--- config.mk ---
export PLATFORM = sky130hd
export DESIGN_NAME = riscv_muldiv
export DESIGN_NICKNAME = d
export VERILOG_FILES = /design/src/rtl/riscv_muldiv.sv
export SDC_FILE = /design/constraint.sdc
export NUM_CORES = 1
export LEC_CHECK = 0
export ABC_AREA = 1
export CAP_MARGIN = 20
export CORE_ASPECT_RATIO = 1.75
export CORE_UTILIZATION = 68
export DETAILED_ROUTE_END_ITERATION = 10
export PLACE_DENSITY = 0.9
export SYNTH_ARGS = -nofsm -noshare
export SYNTH_HDL_FRONTEND = slang
export SYNTH_SLANG_ARGS = --single-unit
--- constraint.sdc ---
create_clock -name clk -period 16.55 [get_ports clk]
set_input_delay 2.4825 -clock clk [delete_from_list [all_inputs] [get_ports clk]]
set_output_delay 2.4825 -clock clk [all_outputs]
set_load 0.03 [all_outputs]
--- src/rtl/riscv_muldiv.sv ---
// Iterative RV32M multiply/divide unit: radix-2 shift-add multiply and restoring divide on magnitudes.
// Define RISCV_MULDIV_FAST_MUL_EN to route MUL/MULH/MULHSU/MULHU through a single-cycle multiplier.
module riscv_muldiv #(
  parameter int XLEN = 32
) (
  input  logic            clk,
  input  logic            reset,
  input  logic            stall,
  input  logic            flush,
  input  logic            in_valid,
  input  logic [2:0]      funct3,
  input  logic [XLEN-1:0] rs1,
  input  logic [XLEN-1:0] rs2,
  output logic            busy,
  output logic            out_valid,
  output logic [XLEN-1:0] result
);

  localparam int CW = $clog2(XLEN) + 1;
  localparam logic [XLEN-1:0] MIN_NEG = {1'b1, {(XLEN-1){1'b0}}};

  typedef enum logic [1:0] {S_IDLE, S_CALC, S_DONE} state_t;
  state_t r_state, w_state_next;

  logic [2:0]        r_funct3;
  logic [XLEN-1:0]   r_rs1, r_rs2, r_result;
  logic [2*XLEN-1:0] r_prod;
  logic [CW-1:0]     r_cnt;

  // Decode of the latched operation
  logic            w_is_div, w_a_signed, w_b_signed, w_a_neg, w_b_neg, w_neg, w_last;
  logic [XLEN-1:0] w_a_mag, w_b_mag, w_opnd, w_rem_quo, w_final;
  logic [2*XLEN-1:0] w_cur, w_prod_next, w_prod_signed;
  logic [XLEN:0]   w_sum, w_shift, w_diff;

  assign w_is_div   = r_funct3[2];
  assign w_a_signed = w_is_div ? ~r_funct3[0] : (r_funct3[1:0] == 2'd1 || r_funct3[1:0] == 2'd2);
  assign w_b_signed = w_is_div ? ~r_funct3[0] : (r_funct3[1:0] == 2'd1);
  assign w_a_neg    = w_a_signed & r_rs1[XLEN-1];
  assign w_b_neg    = w_b_signed & r_rs2[XLEN-1];
  assign w_a_mag    = w_a_neg ? -r_rs1 : r_rs1;
  assign w_b_mag    = w_b_neg ? -r_rs2 : r_rs2;
  // Remainder takes the dividend's sign; quotients and products take the XOR
  assign w_neg      = (w_is_div & r_funct3[1]) ? w_a_neg : (w_a_neg ^ w_b_neg);
  assign w_opnd     = w_is_div ? w_b_mag : w_a_mag;
  assign w_last     = (r_cnt == CW'(XLEN - 1));

  // First iteration seeds the working register straight from the latched operands
  assign w_cur   = (r_cnt == '0) ? {{XLEN{1'b0}}, (w_is_div ? w_a_mag : w_b_mag)} : r_prod;
  assign w_sum   = {1'b0, w_cur[2*XLEN-1:XLEN]} + (w_cur[0] ? {1'b0, w_opnd} : '0);
  assign w_shift = w_cur[2*XLEN-1:XLEN-1];
  assign w_diff  = w_shift - {1'b0, w_opnd};

  always_comb begin
    w_prod_next = w_cur;
    if (!w_is_div)
      w_prod_next = {w_sum, w_cur[XLEN-1:1]};
    else if (!w_diff[XLEN])
      w_prod_next = {w_diff[XLEN-1:0], w_cur[XLEN-2:0], 1'b1};
    else
      w_prod_next = {w_shift[XLEN-1:0], w_cur[XLEN-2:0], 1'b0};
  end

  assign w_prod_signed = w_neg ? -w_prod_next : w_prod_next;
  assign w_rem_quo     = r_funct3[1] ? w_prod_next[2*XLEN-1:XLEN] : w_prod_next[XLEN-1:0];
  assign w_final       = w_is_div ? (w_neg ? -w_rem_quo : w_rem_quo)
                       : ((r_funct3[1:0] == 2'd0) ? w_prod_signed[XLEN-1:0]
                                                  : w_prod_signed[2*XLEN-1:XLEN]);

  // Requests that complete at the accepting edge
  logic            w_div0, w_ovf, w_fast_mul, w_skip;
  logic [XLEN-1:0] w_fast_res, w_skip_res;

  assign w_div0 = funct3[2] && (rs2 == '0);
  assign w_ovf  = funct3[2] && !funct3[0] && (rs1 == MIN_NEG) && (&rs2);

`ifdef RISCV_MULDIV_FAST_MUL_EN
  logic              w_in_a_s, w_in_b_s;
  logic [2*XLEN-1:0] w_fast_prod;
  assign w_in_a_s    = (funct3[1:0] == 2'd1) || (funct3[1:0] == 2'd2);
  assign w_in_b_s    = (funct3[1:0] == 2'd1);
  assign w_fast_prod = {{XLEN{w_in_a_s & rs1[XLEN-1]}}, rs1} * {{XLEN{w_in_b_s & rs2[XLEN-1]}}, rs2};
  assign w_fast_mul  = ~funct3[2];
  assign w_fast_res  = (funct3[1:0] == 2'd0) ? w_fast_prod[XLEN-1:0] : w_fast_prod[2*XLEN-1:XLEN];
`else
  assign w_fast_mul  = 1'b0;
  assign w_fast_res  = '0;
`endif

  assign w_skip     = w_div0 | w_ovf | w_fast_mul;
  assign w_skip_res = w_div0 ? (funct3[1] ? rs1 : '1)
                    : w_ovf ? (funct3[1] ? '0 : rs1)
                    : w_fast_res;

  always_ff @(posedge clk or posedge reset) begin
    if (reset) r_state <= S_IDLE;
    else       r_state <= w_state_next;
  end

  always_comb begin
    w_state_next = r_state;
    if (flush)
      w_state_next = S_IDLE;
    else if (!stall) begin
      case (r_state)
        S_IDLE:  if (in_valid) w_state_next = w_skip ? S_DONE : S_CALC;
        S_CALC:  if (w_last) w_state_next = S_DONE;
        S_DONE:  w_state_next = S_IDLE;
        default: w_state_next = S_IDLE;
      endcase
    end
  end

  always_ff @(posedge clk or posedge reset) begin
    if (reset) begin
      r_funct3 <= '0;
      r_rs1    <= '0;
      r_rs2    <= '0;
      r_prod   <= '0;
      r_cnt    <= '0;
      r_result <= '0;
    end else if (!flush && !stall) begin
      if (r_state == S_IDLE && in_valid) begin
        r_funct3 <= funct3;
        r_rs1    <= rs1;
        r_rs2    <= rs2;
        r_cnt    <= '0;
        if (w_skip) r_result <= w_skip_res;
      end else if (r_state == S_CALC) begin
        r_prod <= w_prod_next;
        r_cnt  <= r_cnt + CW'(1);
        if (w_last) r_result <= w_final;
      end
    end
  end

  assign busy      = (r_state != S_IDLE);
  assign out_valid = (r_state == S_DONE);
  assign result    = r_result;

endmodule

==> metrics, run 1 <==
library cells used by synthesis 48; H-tree levels 4; Mapped Area 21,100 um2; grt ovf 240; hpwl dp 71.1 mm; number of global-route vias before repair 28,400; DP Area 22,100 um2; all-layer global routing usage 71.5%; gpl congestion around 1.3; post-synthesis mux area share 0%; commonest register cell after synthesis dfrtp_1; cell taking the most area after synthesis nand2_1; largest family of logic cells by synthesized area simple AND/OR/NAND/NOR gates; most frequent cells after synthesis nand2_1 (1,316), nand3_1 (488), nor2_1 (423), inv_1 (384), o21ai_0 (276); I/O Buffers 105; Syn Nets 3,949; number of flops mapped to enable cells by yosys 0; largest net degree at the start of global routing 131; DIE WIDTH 135 um; Failed at 5_1_grt; async set-reset flop share out of synthesis 100%; Mapped Avg Cell Area 5.56 um2; FP Rows 85; Log Error [ERROR GRT-0116] Global routing finished with congestion. Check the congestion regions in the DRC Viewer.; top cells by area, synth nand2_1 (23%), dfrtp_1 (20%), nand3_1 (12%), nor2_1 (7.5%), inv_1 (6.8%); post-synthesis xor/xnor area fraction 1.33%; # hold bufs at CTS 0; post-cts resize count 0; Synthesis Warnings 0; # Post-CTS Setup Buffers 0; register area share after synthesis 20.3%; Num CTS Buffers 17; Synth Area in Compound Gates 12.7%; Root Buffer clkbuf_16; clock tree buffer depth 2; cell with the most instances after synthesis nand2_1; Simple-Gate Fraction of Synth Area 51.0%; first-pass GRT wire length about 170 mm; Post-Syn Instances 3,803; Synth Register Bits 171; Die Span Y 235 um; Synth top area share about a quarter; adder-cell area share of the yosys netlist 4.45%; Starting Density 69.0%; io pins 106; status aborted with a tool error; clock sinks roughly 170
## cell families after synthesis
group	Yosys count
compound gates	504
xor+xnor	32
fa+ha+maj	74
buf+inv	533
flops	171
simple gates	2489
## stage by stage
| stage | instances | util [%] | hold WS (ns) | setup WS, ns |
|---|---|---|---|---|
| 4_1_cts | 4210 | 74.2 | 0.487 | 9.32 |
| 3_5_place_dp | 4178 | 72.3 | 0.467 | 9.36 |
| 3_3_place_gp | 4177 | 72.3 | 0.459 | 9.53 |
| 2_1_floorplan | 3803 | - | 0.446 | 9.44 |
## routing by layer
| layer | global-route usage (%) | overflow |
|---|---|---|
| met3 | 53.4 | 7 |
| met5 | 19.7 | 2 |
| met4 | 70.0 | 95 |
| met1 | 73.2 | 5 |
| met2 | 88.3 | 131 |
==> run 2: changes to the inputs <==
CORE_ASPECT_RATIO = default   (was 1.75)
CORE_UTILIZATION = 40   (was 68)
PLACE_DENSITY = default   (was 0.9)
PLACE_DENSITY_LB_ADDON = 0.15   (was default)
==> metrics, run 2 <==
io pins 106 (unchanged); Clk Latency, worst-skew pair around 0.51 ns; CP max stage cell nor2_4; Antenna diodes 0; grt ovf 0; Post-Syn Instances 3,803 (unchanged); H-tree levels 4 (unchanged); # hold bufs at CTS 0 (unchanged); final core occ 44.9%; Worst Path Required about 17 ns; CP peak stage delay roughly 0.86 ns; RSZ-0062 raised after global routing no; most frequent cells after synthesis nand2_1 (1,316), nand3_1 (488), nor2_1 (423), inv_1 (384), o21ai_0 (276); initial antenna violation count 0; hold_sp r_prod[46]; Final Slew Violations 0; number of global-route vias before repair 23,700; largest register by flop count r_prod; post-route setup TNS 0 ns; CP most frequent cell nand2_1; async set-reset flop share out of synthesis 100% (unchanged); Post-Layout Inst Area 23,200 um2; register area share after synthesis 20.3% (unchanged); first-pass GRT wire length 147 mm; Max-slew headroom 28.7%; endpoints failing setup 0; DIE WIDTH 232 um (+71%); Root Buffer clkbuf_16; first drt pass iteration count 7; clock tree buffer depth 2 (unchanged); hold_ws between 0.4 and 0.5 ns; status finished clean; Starting Density 40.9% (-28 points); cell with the most instances after synthesis nand2_1; Vias/cell 5.68; largest net degree at the start of global routing 123; CP startpoint kind register; crit path kind reg2reg; CTS tree built; peak supply drop roughly 0.10 mV; Tcrit/Tclk final 48.6%; Routed WL 98.2 mm; minimum clock period 8.04 ns; Die Span Y 232 um (-1.4%); Least-Margin Pin Slew roughly 1.1 ns; hold path cells 2; Net count, final 3,957; commonest non-fill, non-tap cell in the layout nand2_1; hpwl dp 79.6 mm (+12%); static leakage approximately 12 nW; top cells by area, synth nand2_1 (23%), dfrtp_1 (20%), nand3_1 (12%), nor2_1 (7.5%), inv_1 (6.8%); FP Rows 83 (-2.4%); most frequent cells in the layout nand2_1 (1,316), nand3_1 (488), nor2_1 (422); clock sinks 171 (unchanged); Crit path arrival time approximately 8.4 ns; Min-Delay Endpoint r_prod[46]; # Post-CTS Setup Buffers 0 (unchanged); Layout area overhead 9.89%; Routed wire per std cell ~22 um; Die Area 53,700 um2; Mapped Area 21,100 um2 (unchanged); RR Endpoint result[14]; reg-to-reg setup timing slack ~8.5 ns; post-detailed-route count of antenna-violating nets 0; Mapped Avg Cell Area 5.56 um2 (unchanged); Reg2Reg Depth 34; Syn Nets 3,949 (unchanged); Iter 0 DRT Violations 3,033; post-cts resize count 0 (unchanged); crit path max fanout 69; fmax 124 MHz; Cell Pwr Density 209 nW/um2; commonest register cell after synthesis dfrtp_1; Reg2Reg Launch Point r_funct3[2]; Final Hold Viols 0; Setup WS post-layout 8.51 ns; I/O Buffers 105 (unchanged); max FFs per register 64; Num CTS Buffers 17 (unchanged); gpl congestion 1.03 (-20%); Reg clk slew, reported paths 0.07 ns; max cap viols 0; number of remaining DRC errors 0; cell taking the most area after synthesis nand2_1; DP Area 22,500 um2 (+1.8%); Core Area just over 50,000 um2; all-layer global routing usage 36.8%; Synthesis Warnings 0 (unchanged); library cells used by synthesis 48 (unchanged); layout cells sized above 1 5.60%; pre-CTS setup slack 8.79 ns (-0.571 ns); Synth Register Bits 171 (unchanged); crit end category register; Synth top area share 23.4% (unchanged); via count about 26,000; number of flops mapped to enable cells by yosys 0 (unchanged); Worst Clk Skew 0.0188 ns; hold crit path type reg2reg
==> run 2: worst max-delay path by stage <==
| stage | from | cells after the start | to | slack [ns] |
|---|---|---|---|---|
| after global placement | r_funct3[2] | 33 | result[24] | 8.96 |
| after CTS | r_funct3[2] | 34 | result[14] | 8.79 |
| after global routing | r_funct3[2] | 36 | result[18] | 7.90 |
| after detailed placement | r_funct3[2] | 34 | result[14] | 8.79 |
| after floorplan | reset | 1 | r_cnt[0] | 9.44 |
| final | r_funct3[2] | 34 | result[14] | 8.51 |
==> run 2: worst max-delay path, delay by kind of cell, from the launching register on <==
| kind | cells | cell delay, ns |
|---|---|---|
| adders and majority gates | 2 | 0.64 |
| AOI/OAI and AO/OA | 6 | 1.73 |
| and+or+nand+nor | 23 | 3.87 |
| DFF | 1 | 0.74 |
| buffers and inverters | 3 | 0.90 |
==> run 2: cell type report <==
class	instances	area, um2
Tap cell	680	851
Fill cell	5813	28500
Clock buffer	18	439
Clock inverter	14	208
Multi-Input combinational cell	3099	14700
Sequential cell	171	4280
Inverter	394	1490
Timing Repair Buffer	128	1240
==> run 2: power by group <==
| group | internal, W | leakage, nW | switching [W] | total (W) |
|---|---|---|---|---|
| sequential | 0.000562 | 2.13 | 0.000119 | 0.000681 |
| clock | 0.000259 | 0.308 | 0.000201 | 0.000460 |
| combinational | 0.00102 | 9.37 | 0.00269 | 0.00371 |
==> run 2: routing by layer <==
metal / track usage, % / wire length, um / up-vias
li1: - / - / 12300
met1: 47.7 / 41000 / 11800
met2: 58.4 / 44000 / 1255
met3: 5.92 / 7730 / 231
met4: 20.0 / 5380 / 0
met5: 0 / 0 / -
==> run 2: metrics by stage <==
step / instances / power [W]
5_1_grt: 4504 / 0.00521
3_3_place_gp: 4471 / 0.00428
2_1_floorplan: 3803 / 0.00309
3_5_place_dp: 4471 / 0.00426
6_report: 4504 / 0.00485
4_1_cts: 4503 / 0.00474
==> run 2: cell families after synthesis <==
group                    Yosys count  share of synthesized area, %
flip-flops                       171                          20.3
AND/OR/NAND/NOR                 2489                          51.0
XOR/XNOR                          32                          1.33
AO/OA/AOI/OAI                    504                          12.7
adder cells (fa/ha/maj)           74                          4.45
buffers and inverters            533                          10.3
(Power assumes the default switching activity.)
